**config.mk**
```make
export PLATFORM = sky130hd
export DESIGN_NAME = branch_tracker
export DESIGN_NICKNAME = d
export VERILOG_FILES = /design/src/rtl/branch_tracker.sv
export SDC_FILE = /design/constraint.sdc
export NUM_CORES = 1
export LEC_CHECK = 0
export BUFFER_PORTS_ARGS = -buffer_cell sky130_fd_sc_hd__buf_2
export CAP_MARGIN = 30
export CORE_MARGIN = 5
export CORE_UTILIZATION = 45
export CTS_BUF_LIST = sky130_fd_sc_hd__clkbuf_4 sky130_fd_sc_hd__clkbuf_8 sky130_fd_sc_hd__clkbuf_16
export CTS_CLUSTER_SIZE = 20
export DETAILED_ROUTE_END_ITERATION = 10
export PLACE_DENSITY = 0.74
export SLEW_MARGIN = 20
export SYNTH_ARGS = -nofsm -noshare
export SYNTH_HDL_FRONTEND = slang
export SYNTH_SLANG_ARGS = --single-unit
```
**constraint.sdc**
```tcl
create_clock -name clk -period 1.72 [get_ports clk]
set_input_delay 0.086 -clock clk [delete_from_list [all_inputs] [get_ports clk]]
set_output_delay 0.086 -clock clk [all_outputs]
set_load 0.02 [all_outputs]
```
**src/rtl/branch_tracker.sv**
```systemverilog
// branch_tracker: sequences branch prediction requests to an external predictor,
// holds up to DEPTH unresolved predictions in an in-order FIFO, and checks each
// resolution from execute against the oldest stored prediction.
// Optional feature macro: MISPRED_CNT_EN (saturating misprediction counter).
// With MISPRED_CNT_EN undefined, mispred_cnt is tied to zero.
module branch_tracker #(
  parameter int unsigned DEPTH = 4,
  parameter int unsigned CNT_W = 16
) (
  input  logic                     clk,
  input  logic                     rst_n,
  input  logic                     br_valid,
  output logic                     br_ready,
  output logic                     pred_valid,
  output logic                     pred_taken,
  input  logic                     res_valid,
  input  logic                     res_taken,
  output logic                     res_ready,
  output logic                     mispredict,
  output logic                     request,
  output logic                     result,
  output logic                     taken,
  input  logic                     prediction,
  output logic [$clog2(DEPTH):0]   outstanding,
  output logic [CNT_W-1:0]         mispred_cnt
);

  localparam int unsigned PTR_W = $clog2(DEPTH);
  localparam int unsigned OCC_W = PTR_W + 1;

  localparam logic [1:0] IDLE = 2'd0;
  localparam logic [1:0] REQ  = 2'd1;
  localparam logic [1:0] CAPT = 2'd2;
  localparam logic [1:0] RES  = 2'd3;

  logic [1:0]       state_q;
  logic [1:0]       state_nxt;
  logic             fifo_q [DEPTH];
  logic [PTR_W-1:0] wr_ptr_q;
  logic [PTR_W-1:0] rd_ptr_q;
  logic [OCC_W-1:0] occ_q;
  logic             res_taken_q;
  logic             push;
  logic             pop;

  assign outstanding = occ_q;

  // Next-state and handshake/pulse decode; resolution has priority over a new branch.
  always_comb begin
    state_nxt  = state_q;
    br_ready   = 1'b0;
    res_ready  = 1'b0;
    request    = 1'b0;
    pred_valid = 1'b0;
    pred_taken = 1'b0;
    result     = 1'b0;
    taken      = 1'b0;
    mispredict = 1'b0;
    push       = 1'b0;
    pop        = 1'b0;
    case (state_q)
      IDLE: begin
        // rst_n gating keeps the ready outputs low while reset is held
        if (rst_n && res_valid && (occ_q != '0)) begin
          res_ready = 1'b1;
          state_nxt = RES;
        end else if (rst_n && br_valid && (occ_q < OCC_W'(DEPTH))) begin
          br_ready  = 1'b1;
          state_nxt = REQ;
        end
      end
      REQ: begin
        request   = 1'b1;
        state_nxt = CAPT;
      end
      CAPT: begin
        pred_valid = 1'b1;
        pred_taken = prediction;
        push       = 1'b1;
        state_nxt  = IDLE;
      end
      RES: begin
        result     = 1'b1;
        taken      = res_taken_q;
        mispredict = (res_taken_q != fifo_q[rd_ptr_q]);
        pop        = 1'b1;
        state_nxt  = IDLE;
      end
      default: state_nxt = IDLE;
    endcase
  end

  // State register.
  always_ff @(posedge clk or negedge rst_n) begin
    if (!rst_n) state_q <= IDLE;
    else        state_q <= state_nxt;
  end

  // Outcome latched at resolution acceptance, used during RES.
  always_ff @(posedge clk or negedge rst_n) begin
    if (!rst_n)         res_taken_q <= 1'b0;
    else if (res_ready) res_taken_q <= res_taken;
  end

  // Prediction FIFO storage and pointers; pointers wrap naturally (DEPTH is a power of two).
  always_ff @(posedge clk or negedge rst_n) begin
    if (!rst_n) begin
      for (int i = 0; i < int'(DEPTH); i++) fifo_q[i] <= 1'b0;
      wr_ptr_q <= '0;
      rd_ptr_q <= '0;
    end else begin
      if (push) begin
        fifo_q[wr_ptr_q] <= prediction;
        wr_ptr_q         <= wr_ptr_q + PTR_W'(1);
      end
      if (pop) rd_ptr_q <= rd_ptr_q + PTR_W'(1);
    end
  end

  // Occupancy count; push (CAPT) and pop (RES) are mutually exclusive by construction.
  always_ff @(posedge clk or negedge rst_n) begin
    if (!rst_n)    occ_q <= '0;
    else if (push) occ_q <= occ_q + OCC_W'(1);
    else if (pop)  occ_q <= occ_q - OCC_W'(1);
  end

`ifdef MISPRED_CNT_EN
  logic [CNT_W-1:0] cnt_q;

  // Saturating misprediction counter.
  always_ff @(posedge clk or negedge rst_n) begin
    if (!rst_n)                          cnt_q <= '0;
    else if (mispredict && (cnt_q != '1)) cnt_q <= cnt_q + CNT_W'(1);
  end

  assign mispred_cnt = cnt_q;
`else
  assign mispred_cnt = '0;
`endif

endmodule
```
# Yosys cells after proc, flatten, opt, wreduce, memory -nomap -nowiden
# Cells that the tools add are included.
[classes]
n_lt_le_gt_ge = 4
eq_ne = 5
add_sub_neg = 4
mux = 22
reduce_logical = 9
bitwise = 2
[ops]
columns = ["cell", "n"]
rows = [
  ["$mux 1", 14],
  ["$ge 3x3->1 const B", 2],
  ["$mux 3", 2],
  ["$not 2->3", 2],
  ["$pmux 2 s3", 1],
  ["$logic_and 1x1->1", 5],
  ["$add 2x1->2 const B", 2],
  ["$bwmux 4", 1],
  ["$eq 2x2->1 const B", 2],
  ["$mux 2", 2],
  ["$add 3x1->3 const B", 1],
  ["$lt 3x1->1 const B", 1],
  ["$lt 3x3->1 const B", 1],
  ["$ne 3x3->1 const B", 1],
  ["$reduce_bool 3->1", 1],
  ["$sub 3x1->3 const B", 1],
  ["$bmux 1 s2", 1],
  ["$demux 1 s2", 1],
  ["$eq 2x1->1 const B", 1],
  ["$logic_not 2->1", 1],
  ["$reduce_bool 2->1", 1],
  ["$reduce_or 2->1", 1],
  ["$ne 1x1->1", 1],
]
[totals]
out_inout_bits = 27
word_cells = 55
register_bits = 14

# Longest topological paths before layout
# Gate-level depths: netlist of run 1.
[depth]
ltp_word = 6
mapped_depth = 8

# Least setup slack after synthesis of run 1
# No wires, ideal clock.
[synth_timing]
path_kind = "register to output"
from = "register occ_q[0] (netlist: outstanding[0])"
to = "output br_ready"
stages_incl_launch_ff = 3
required_time_ps = 1634
slack_ps = 28
path_buffers = 0
arrival_time_ps = 1606
path_cell_list = "dfrtp_1 -> o311a_2 -> nor4_1"
[synth_via]
elab_chain_cells = 5
elab_cells_between_ends = 7
[synth_lines]
columns = ["element", "line_no", "source"]
rows = [
  ["start, declared", "41", "logic [OCC_W-1:0] occ_q;"],
  ["start signal, assigned", "123", "else if (push) occ_q <= occ_q + OCC_W'(1);"],
  ["start signal, assigned", "124", "else if (pop) occ_q <= occ_q - OCC_W'(1);"],
  ["$lt 3x3->1", "67", "end else if (rst_n && br_valid && (occ_q < OCC_W'(DEPTH))) begin"],
  ["$logic_and 1x1->1", "67", ""],
  ["$mux 1", "67", ""],
  ["$mux 1 (*)", "64", "if (rst_n && res_valid && (occ_q != '0)) begin"],
  ["$mux 1 (*)", "61", "case (state_q)"],
  ["end, declared", "13", "output logic br_ready,"],
]
# Every way passes the cells marked *; elsewhere a longest branch is shown, timed or not.

# Worst setup path in the final report of run 1
[layout_timing]
from = "register rd_ptr_q[0]"
to = "output mispredict"
[layout_via]
elab_chain_cells = 6
[layout_lines]
columns = ["element", "line_no", "source"]
rows = [
  ["start, declared", "40", "logic [PTR_W-1:0] rd_ptr_q;"],
  ["start signal, assigned", "116", "if (pop) rd_ptr_q <= rd_ptr_q + PTR_W'(1);"],
  ["$not 2->3 (implied by the code)", "85", "mispredict = (res_taken_q != fifo_q[rd_ptr_q]);"],
  ["$bmux 1 s2", "85", ""],
  ["$mux 1 (implied by the code) (2 in a row)", "85", ""],
  ["$ne 1x1->1", "85", ""],
  ["$mux 1", "61", ""],
  ["end, declared", "19", "output logic mispredict,"],
]
# Every way passes these cells. The select of a mux whose other input is x is not followed.

==> metrics.txt, run 1 <==
Distinct cells, synth 27; number of synthesized register bits 14; worst hold start res_taken; Via Count 547; Buf+Inv Stages, Crit Path 1; met1 usage 0.1446; Routed WL between 1 and 1.5 mm; total grt overflow 0; vias in the first global route around 580; CTS H-tree depth 1; detailed placer's ending HPWL 1.116 mm; largest net degree at the start of global routing 18; Worst Hold Depth 2; kind of critical path flip-flop to output pin; Placed Area 927.1 um2; DR pass1 iterations 3; worst path required time 1.63 ns; worst-path maximum fanout 3; sequential-to-total area share from yosys stat 0.3972; CTS clock-pin slew for the worst setup and hold paths 0.09 ns; Cell Area, Synth 882.1 um2; initial DRC count 3; P_leak 0.4952 nW; Die Y-Extent 54.28 um; Total GRT Usage 0.1282; detail-routed via count per cell 4.307; Initial Util 0.4590; MaxCap Viol Count 0; crit path DAT ~1.6 ns; Core Rows 16; CTS tree done; min Tclk post-route 1.652 ns; most used routing layer met2; core area 0.001922 mm2; Antenna Cells 0; R2R Setup Slk 0.24 ns; CP Launch Type flip-flop; Slew Limit Fails 0; FF-to-FF Start state_q[0]; Setup violations, final 0; Critical Path End Type output pin; Hold Crit Class input pin to flip-flop; Worst-Skew Late Latency 0.28 ns; Hold Crit Endpoint res_taken_q; Critical-path top delay cell mux4_2; Max stage delay on crit path 0.52 ns; post-DR wirelength/cell 11.54 um; Clock Sink Count 14; chip width 54.28 um; first-pass GRT wire length 2.594 mm; CTS Buf Count 3; grt met3 use 0.03542; DRT antenna net count 0; filler-free cell count of the finished design 127; # IOs 33; R2R depth 6; RSZ-0062 raised after global routing true; YS warnings 0; PortBufs 16; status finished clean; Syn Inst Count 79; VDD IR-drop max 1.225 mV; Clock Path Buffers 2; die area 0.002946 mm2; # DRC 0; commonest non-fill, non-tap cell in the layout conb_1; root buf cell clkbuf_4; average size of a mapped cell 11.17 um2; Cells after DPL 121; endpoint of the worst register-to-register path outstanding[2]; Final period util 0.9605; # nets final ~110; most frequent cells in the layout 16 x conb_1, 14 x buf_2, 12 x dfrtp_1, 7 x nand2_1, 6 x xnor2_1; GPL Wtd Cong 0.7604; routing usage on met2 0.2112; Hold Violations, Final 0; CP delay by family, top multiplexers; initial antenna violation count 0; fmax 0.6053 GHz; Worst Skew 0.004037 ns; share of cells above drive strength 1 0.3900; CP Cell Sequence mux4_2, xnor2_1, nor2_1, buf_4; areal power density over the cells between 1500 and 2000 mW/mm2; Final Instance Area 994.7 um2; Pwr Total around 0.0018 W; Area Growth Syn to Fin 12.77%
[worst register-to-register path: cells and delay by family (launching register included)]
family,cells,cell delay [ns]
AND/OR/NAND/NOR,2,0.37
flip-flops,1,0.42
XOR/XNOR,2,0.27
adder cells (fa/ha/maj),1,0.19
AO/OA/AOI/OAI,1,0.16
[Yosys cell counts]
cell type | number | area share
o311ai_2 | 1 | 0.018
nor2b_4 | 1 | 0.016
dfrtp_1 | 14 | 0.40
conb_1 | 1 | 0.0043
a211oi_1 | 1 | 0.0085
nor2_1 | 3 | 0.013
mux4_2 | 1 | 0.026
nor3_2 | 1 | 0.011
a21oi_1 | 1 | 0.0057
ha_1 | 5 | 0.071
buf_6 | 2 | 0.026
xnor2_1 | 6 | 0.060
nand2_1 | 7 | 0.030
and3_1 | 1 | 0.0071
nor2b_1 | 1 | 0.0071
o311a_2 | 1 | 0.013
buf_2 | 1 | 0.0057
mux2_2 | 5 | 0.064
nor4_1 | 1 | 0.0071
nand3b_1 | 1 | 0.0085
and2_1 | 1 | 0.0071
and4bb_2 | 1 | 0.014
o21ai_0 | 1 | 0.0057
inv_1 | 3 | 0.013
buf_4 | 16 | 0.14
mux2_4 | 1 | 0.017
xor2_1 | 1 | 0.0099
[report_power, final]
part	switching [W]	internal [W]	leakage, nW
Sequential	0.000151	0.000503	0.166
Combinational	0.000444	0.000430	0.309
Clock	0.000112	0.000129	0.0210
Total	0.000707	0.00106	0.495
[how the worst max path moves through the flow]
stage,from,endpoint,cells past startpoint
finish,rd_ptr_q[0],mispredict,4
global route,rd_ptr_q[0],mispredict,4
CTS,outstanding[0],br_ready,3
detailed placement,state_q[1],outstanding[2],6
global placement,rd_ptr_q[0],mispredict,4
floorplan,outstanding[0],br_ready,2
[repair_timing]
| item | CTS | global route |
|---|---|---|
| endpoints found under the setup margin | 0 | 3 |
| hold buffers | 1 | 0 |
| buffers inserted | 0 | 1 |
| resized for setup | 0 | 5 |
| hold endpoints to repair | 14 | 0 |
[layer usage]
metal | vias up | part of all wire
li1 | 271 | -
met1 | 256 | 0.41
met2 | 18 | 0.50
met3 | 2 | 0.074
met4 | 0 | 0.0095
met5 | - | 0
[sequential cells by signal, summed over array words and instances, names as in the netlist]
| register | flops |
|---|---|
| fifo_q | 4 |
| outstanding | 3 |
| rd_ptr_q | 2 |
| state_q | 2 |
| wr_ptr_q | 2 |
| res_taken_q | 1 |
[stage by stage]
step	worst slack [ns]	utilization	hold WS (ns)	TNS, ns
2_1_floorplan	0.02779	-	-0.2096	0
3_3_place_gp	0.3537	0.4824	0.01115	0
3_5_place_dp	0.2717	0.4824	0.01855	0
4_1_cts	0.008385	0.5065	0.02198	0
5_1_grt	-0.06299	0.5176	0.03335	-0.1153
6_report	0.06796	0.5176	0.03330	0
[area by class of cell]
type,instances,area (um2)
flip-flops and latches,14,352.8
inverters,3,11.26
clock buffers,4,36.28
multi-input cells,58,435.4
repair buffers,21,125.1
well taps,27,33.78
fillers,184,927.1
[cells by family (layout without fill, tap and decap cells)]
kind of cell	Yosys count	in the layout	share of synthesized area
buffers and inverters	22	28	0.1801
AND/OR/NAND/NOR	18	18	0.1206
flip-flops	14	14	0.3972
XOR/XNOR	7	7	0.06950
multiplexers	7	7	0.1064
adder cells (fa/ha/maj)	5	5	0.07092
AO/OA/AOI/OAI	5	5	0.05106
other	1	16	0.004251
No activity file was read; power rests on OpenSTA's default activity.
==> inputs of run 2 (changes only) <==
--- a/config.mk
+++ b/config.mk
@@ -6,12 +6,12 @@
 export NUM_CORES = 1
 export LEC_CHECK = 0
 export BUFFER_PORTS_ARGS = -buffer_cell sky130_fd_sc_hd__buf_2
-export CAP_MARGIN = 30
 export CORE_MARGIN = 5
 export CORE_UTILIZATION = 45
 export CTS_BUF_LIST = sky130_fd_sc_hd__clkbuf_4 sky130_fd_sc_hd__clkbuf_8 sky130_fd_sc_hd__clkbuf_16
 export CTS_CLUSTER_SIZE = 20
 export DETAILED_ROUTE_END_ITERATION = 10
+export GPL_TIMING_DRIVEN = 0
 export PLACE_DENSITY = 0.74
 export SLEW_MARGIN = 20
 export SYNTH_ARGS = -nofsm -noshare
==> metrics.txt, run 2 (synthesized netlist as in run 1, its figures left out) <==
die area 0.002946 mm2 (unchanged); post-DR wirelength/cell 11.29 um (-2.2%); met1 usage 0.1492 (+0.004650); CTS H-tree depth 1 (unchanged); fmax 0.6034 GHz (-0.31%); Hold Crit Class input pin to flip-flop; Sw Share 0.3984 (-0.001488); root buf cell clkbuf_4; Critical Path End Type flip-flop; CTS tree done; CTS Buf Count 3 (unchanged); Initial Util 0.4590 (unchanged); min Tclk post-route 1.657 ns (+0.005150 ns); Antenna Cells 0 (unchanged); Core Rows 16 (unchanged); initial antenna violation count 0 (unchanged); worst hold start res_taken; TNS Setup 0 ns (unchanged); initial DRC count 8 (+5); kind of critical path flip-flop to flip-flop; worst-path maximum fanout 9 (+6); Worst Skew 0.003605 ns (-0.0004329 ns); CP startpoint state_q[0]; worst path required time 1.91 ns (+0.28 ns); DRT antenna net count 0 (unchanged); PortBufs 16 (unchanged); # nets final 129 (+15%); Area Growth Syn to Fin 27.23%; chip width 54.28 um (unchanged); RSZ-0062 raised after global routing true; areal power density over the cells 1589 mW/mm2 (-11%); Final Instance Area 0.001122 mm2 (+13%); Die Y-Extent 54.28 um (unchanged); CTS clock-pin slew for the worst setup and hold paths 0.07 ns (-0.02 ns); GPL Wtd Cong 0.7060 (-7.2%); Pwr Total 0.001783 W (+0.80%); total grt overflow 0 (unchanged); first-pass GRT wire length 2.573 mm (-0.81%); routing usage on met2 0.2092 (-0.001992); CP Launch Type flip-flop; VDD IR-drop max 1.061 mV (-13%); Total GRT Usage 0.1223 (-0.005891); Clock Sink Count 14 (unchanged); Routed WL 1.614 mm (+10%); most frequent cells in the layout 20 x buf_4, 16 x conb_1, 14 x buf_2, 12 x dfrtp_1, 7 x nand2_1; MaxCap Viol Count 0 (unchanged); detail-routed via count per cell 4.000 (-7.1%); FF-to-FF Start state_q[0]; Final period util 0.9635 (+0.002994); Setup violations, final 0 (unchanged); # IOs 33 (unchanged); Via Count 572 (+4.6%); P_leak 0.5811 nW (+17%); Placed Area 0.001052 mm2 (+13%); commonest non-fill, non-tap cell in the layout buf_4; most used routing layer met2; hold_ws 0.06748 ns (+0.03419 ns); detailed placer's ending HPWL 1.248 mm (+12%); sequential share of power 0.364 (-0.006); Pint 0.001073 W (+1.0%); Worst-Skew Late Latency 0.27 ns (about the same); vias in the first global route 577 (-0.35%); crit path DAT 1.85 ns (+0.28 ns); grt met3 use 0.02452 (-0.01090); share of cells above drive strength 1 0.4914 (+0.1014); Comb power frac 0.539 (+0.045); Clock Path Buffers 2 (unchanged); core area 0.001922 mm2 (unchanged); clock network fraction of design power 0.097 (-0.039); DR pass1 iterations 2 (-1); sw power 0.0007104 W (+0.42%); Largest Register fifo_q; Hold Violations, Final 0 (unchanged); post-layout util 0.5840 (+0.06641); Worst Hold Depth 2 (unchanged); largest net degree at the start of global routing 18 (unchanged); # DRC 0 (unchanged); R2R depth 8 (+2); status finished clean; max reg flops 4 (unchanged); Slew Limit Fails 0 (unchanged)
==> run 2: cell count changes in the layout (fill, tap and decap cells not counted), sizes merged <==
cell,previous run,this run
buf,19,36
clkbuf,5,4
==> run 2: layer usage <==
layer  wire (um)  share of wire  vias up
li1            -              -      305
met1         656           0.41      247
met2         849           0.53       18
met3          99          0.061        2
met4           9         0.0056        0
met5           0              0        -
==> run 2: power by group through the flow <==
stage / clock, W / sequential (W) / combinational, W
5_1_grt: 0.000200 / 0.000677 / 0.00107
2_1_floorplan: 0 / 0.000665 / 0.000669
3_3_place_gp: 0 / 0.000638 / 0.000860
3_5_place_dp: 0 / 0.000655 / 0.000892
4_1_cts: 0.000182 / 0.000647 / 0.000899
6_report: 0.000173 / 0.000649 / 0.000961
==> run 2: path summary, 6_finish.rpt <==
kind	slack (ns)	end
setup / recovery	0.06	outstanding[2]
hold / removal	0.07	res_taken_q
setup reg to reg	0.06	outstanding[2]
hold reg to reg	0.48	rd_ptr_q[1]
max in group asynchronous	1.26	outstanding[1]
min in group asynchronous	0.25	wr_ptr_q[0]
==> run 2: layout make-up <==
| class | instances | area (um2) |
|---|---|---|
| repair buffers | 19 | 112.6 |
| inverters | 3 | 11.26 |
| fillers | 188 | 799.5 |
| flip-flops and latches | 14 | 352.8 |
| plain buffers | 19 | 147.6 |
| well taps | 27 | 33.78 |
| multi-input cells | 58 | 441.7 |
| clock buffers | 3 | 22.52 |
==> run 2: critical path, cell delays in order (launching register included) <==
cell and delay [ns]:
dfrtp_1 0.38, buf_6 0.14, nor2b_4 0.11, buf_6 0.11, xnor2_1 0.11, ha_2 0.21, and4bb_2 0.25, a21oi_2 0.13
xnor2_1 0.13
==> run 2: what timing repair did <==
item                                    4_1_cts  5_1_grt
hold buffers                                  1        0
hold endpoints to repair                     14        0
endpoints found under the setup margin        0        4
buffers inserted                              0        2
resized for setup                             0        8
==> run 2: per-stage QoR <==
step / std cells / worst slack (ns)
after global placement: 137 / 0.09250
after CTS: 141 / 0.003726
after global routing: 143 / -0.03942
after floorplan: 94 / 0.02779
final: 143 / 0.06281
after detailed placement: 137 / 0.05239
==> inputs of run 3 (changes only) <==
--- a/config.mk
+++ b/config.mk
@@ -9,10 +9,10 @@
 export CORE_MARGIN = 5
 export CORE_UTILIZATION = 45
 export CTS_BUF_LIST = sky130_fd_sc_hd__clkbuf_4 sky130_fd_sc_hd__clkbuf_8 sky130_fd_sc_hd__clkbuf_16
-export CTS_CLUSTER_SIZE = 20
 export DETAILED_ROUTE_END_ITERATION = 10
-export GPL_TIMING_DRIVEN = 0
+export GPL_TIMING_DRIVEN = 1
 export PLACE_DENSITY = 0.74
+export SKIP_CTS_REPAIR_TIMING = 1
 export SLEW_MARGIN = 20
 export SYNTH_ARGS = -nofsm -noshare
 export SYNTH_HDL_FRONTEND = slang
==> metrics.txt, run 3 (synthesized netlist as in run 1, its figures left out) <==
status finished clean; Total GRT Usage 0.1276 (+0.005243); areal power density over the cells 1781 mW/mm2 (+12%); Worst-Skew Late Latency 0.28 ns (about the same); Area Growth Syn to Fin 12.48%; fmax 0.6048 GHz (+0.23%); min Tclk post-route 1.653 ns (-0.003811 ns); Routed WL 1.474 mm (-8.7%); slew margin rel. 0.5855; Final Instance Area 992.2 um2 (-12%); detailed placer's ending HPWL 1.116 mm (-11%); Slew Limit Fails 0 (unchanged); worst slew pin tran 0.6197 ns; DR pass1 iterations 4 (+2); root buf cell clkbuf_4; share of cells above drive strength 1 0.3900 (-0.1014); # DRC 0 (unchanged); GPL Wtd Cong 0.7604 (+7.7%); CP Launch Type flip-flop; TNS Setup 0 ns (unchanged); sw power 0.0007061 W (-0.61%); MaxCap Viol Count 0 (unchanged); Worst Skew 0.002450 ns (-0.001155 ns); Placed Area 927.1 um2 (-12%); Final period util 0.9613 (-0.002215); # nets final 112 (-13%); initial DRC count 4 (-4); Largest Register fifo_q; chip width 54.28 um (unchanged); Sw Share 0.3996 (+0.001243); Clock Path Buffers 2 (unchanged); sequential share of power 0.372 (+0.008); DRT antenna net count 0 (unchanged); Via Count 550 (-3.8%); worst-path maximum fanout 3 (-6); die area 0.002946 mm2 (unchanged); total grt overflow 0 (unchanged); RSZ-0062 raised after global routing true; most frequent cells in the layout 16 x conb_1, 15 x buf_2, 12 x dfrtp_1, 7 x nand2_1, 6 x xnor2_1; Hold Violations, Final 0 (unchanged); commonest non-fill, non-tap cell in the layout conb_1; initial antenna violation count 0 (unchanged); Pint 0.001061 W (-1.1%); Hold Crit Class input pin to flip-flop; R2R Setup Slk 0.26 ns (+0.20 ns); Core Rows 16 (unchanged); vias in the first global route 571 (-1.0%); detail-routed via count per cell 4.331 (+8.3%); clock network fraction of design power 0.135 (+0.038); Die Y-Extent 54.28 um (unchanged); P_leak 0.4945 nW (-15%); CTS tree done; PortBufs 16 (unchanged); post-DR wirelength/cell 11.61 um (+2.8%); kind of critical path flip-flop to output pin; Initial Util 0.4590 (unchanged); # IOs 33 (unchanged); largest net degree at the start of global routing 18 (unchanged); worst path required time 1.63 ns (-0.28 ns); Comb power frac 0.493 (-0.046); CTS H-tree depth 1 (unchanged); Antenna Cells 0 (unchanged); crit path DAT 1.57 ns (-0.28 ns); CTS clock-pin slew for the worst setup and hold paths 0.09 ns (+0.02 ns); Critical Path End Type output pin; first-pass GRT wire length 2.587 mm (+0.54%); core area 0.001922 mm2 (unchanged); VDD IR-drop max 1.088 mV (+2.5%); fillers 184 (-2.1%); Setup violations, final 0 (unchanged); Clock Sink Count 14 (unchanged); max reg flops 4 (unchanged); CTS Buf Count 3 (unchanged)
## run 3: changes by cell type in the layout (fill, tap and decap cells not counted)
cell	change
buf_4	-15
ha_2	-1
buf_6	-2
buf_2	+1
clkbuf_8	+1
ha_1	+1
a21oi_2	-1
a21oi_1	+1
clkbuf_4	-1
## run 3: routing by layer
metal | part of all wire | global-route usage
met2 | 0.51 | 0.2131
met5 | 0 | 0
met3 | 0.082 | 0.03542
met1 | 0.39 | 0.1409
met4 | 0.0095 | 0.08299
## run 3: path summary, 6_finish.rpt
check | start | cells past startpoint | end
setup / recovery | rd_ptr_q[0] | 4 | mispredict
min in group asynchronous | rst_n | 2 | outstanding[2]
setup reg to reg | state_q[1] | 6 | outstanding[2]
hold / removal | res_taken | 2 | res_taken_q
hold reg to reg | rd_ptr_q[1] | 1 | rd_ptr_q[1]
max in group asynchronous | rst_n | 2 | outstanding[1]
## run 3: final cells by class
class	count	area [um2]	share of cell area
inverter	3	11.26	0.01135
multi-input combinational	58	435.4	0.4388
tap	27	33.78	0.03405
clock buffer	4	36.28	0.03657
timing repair buffer	21	122.6	0.1236
sequential	14	352.8	0.3556
## run 3: power groups by stage
stage / Sequential, W / Clock (W) / Combinational (W)
global placement: 0.000647 / 0 / 0.000827
floorplan: 0.000665 / 0 / 0.000669
finish: 0.000657 / 0.000239 / 0.000871
CTS: 0.000651 / 0.000251 / 0.000848
global route: 0.000689 / 0.000266 / 0.000972
detailed placement: 0.000657 / 0 / 0.000847
## run 3: worst max-delay path, stage by stage, from the launching register on
cell and delay (ns):
dfrtp_1 0.40, mux4_2 0.52, xnor2_1 0.13, nor2_1 0.08, buf_4 0.14
## run 3: stage by stage
| step | power (W) | setup slack [ns] | util | hold WS (ns) | cells |
|---|---|---|---|---|---|
| 4_1_cts | 0.001750 | 0.008385 | 0.5013 | -0.3017 | 125 |
| 3_5_place_dp | 0.001505 | 0.2717 | 0.4824 | 0.01855 | 121 |
| 3_3_place_gp | 0.001474 | 0.3537 | 0.4824 | 0.01115 | 121 |
| 2_1_floorplan | 0.001334 | 0.02779 | - | -0.2096 | 94 |
| 5_1_grt | 0.001927 | -0.06299 | 0.5163 | 0.03282 | 127 |
| 6_report | 0.001767 | 0.06662 | 0.5163 | 0.03565 | 127 |
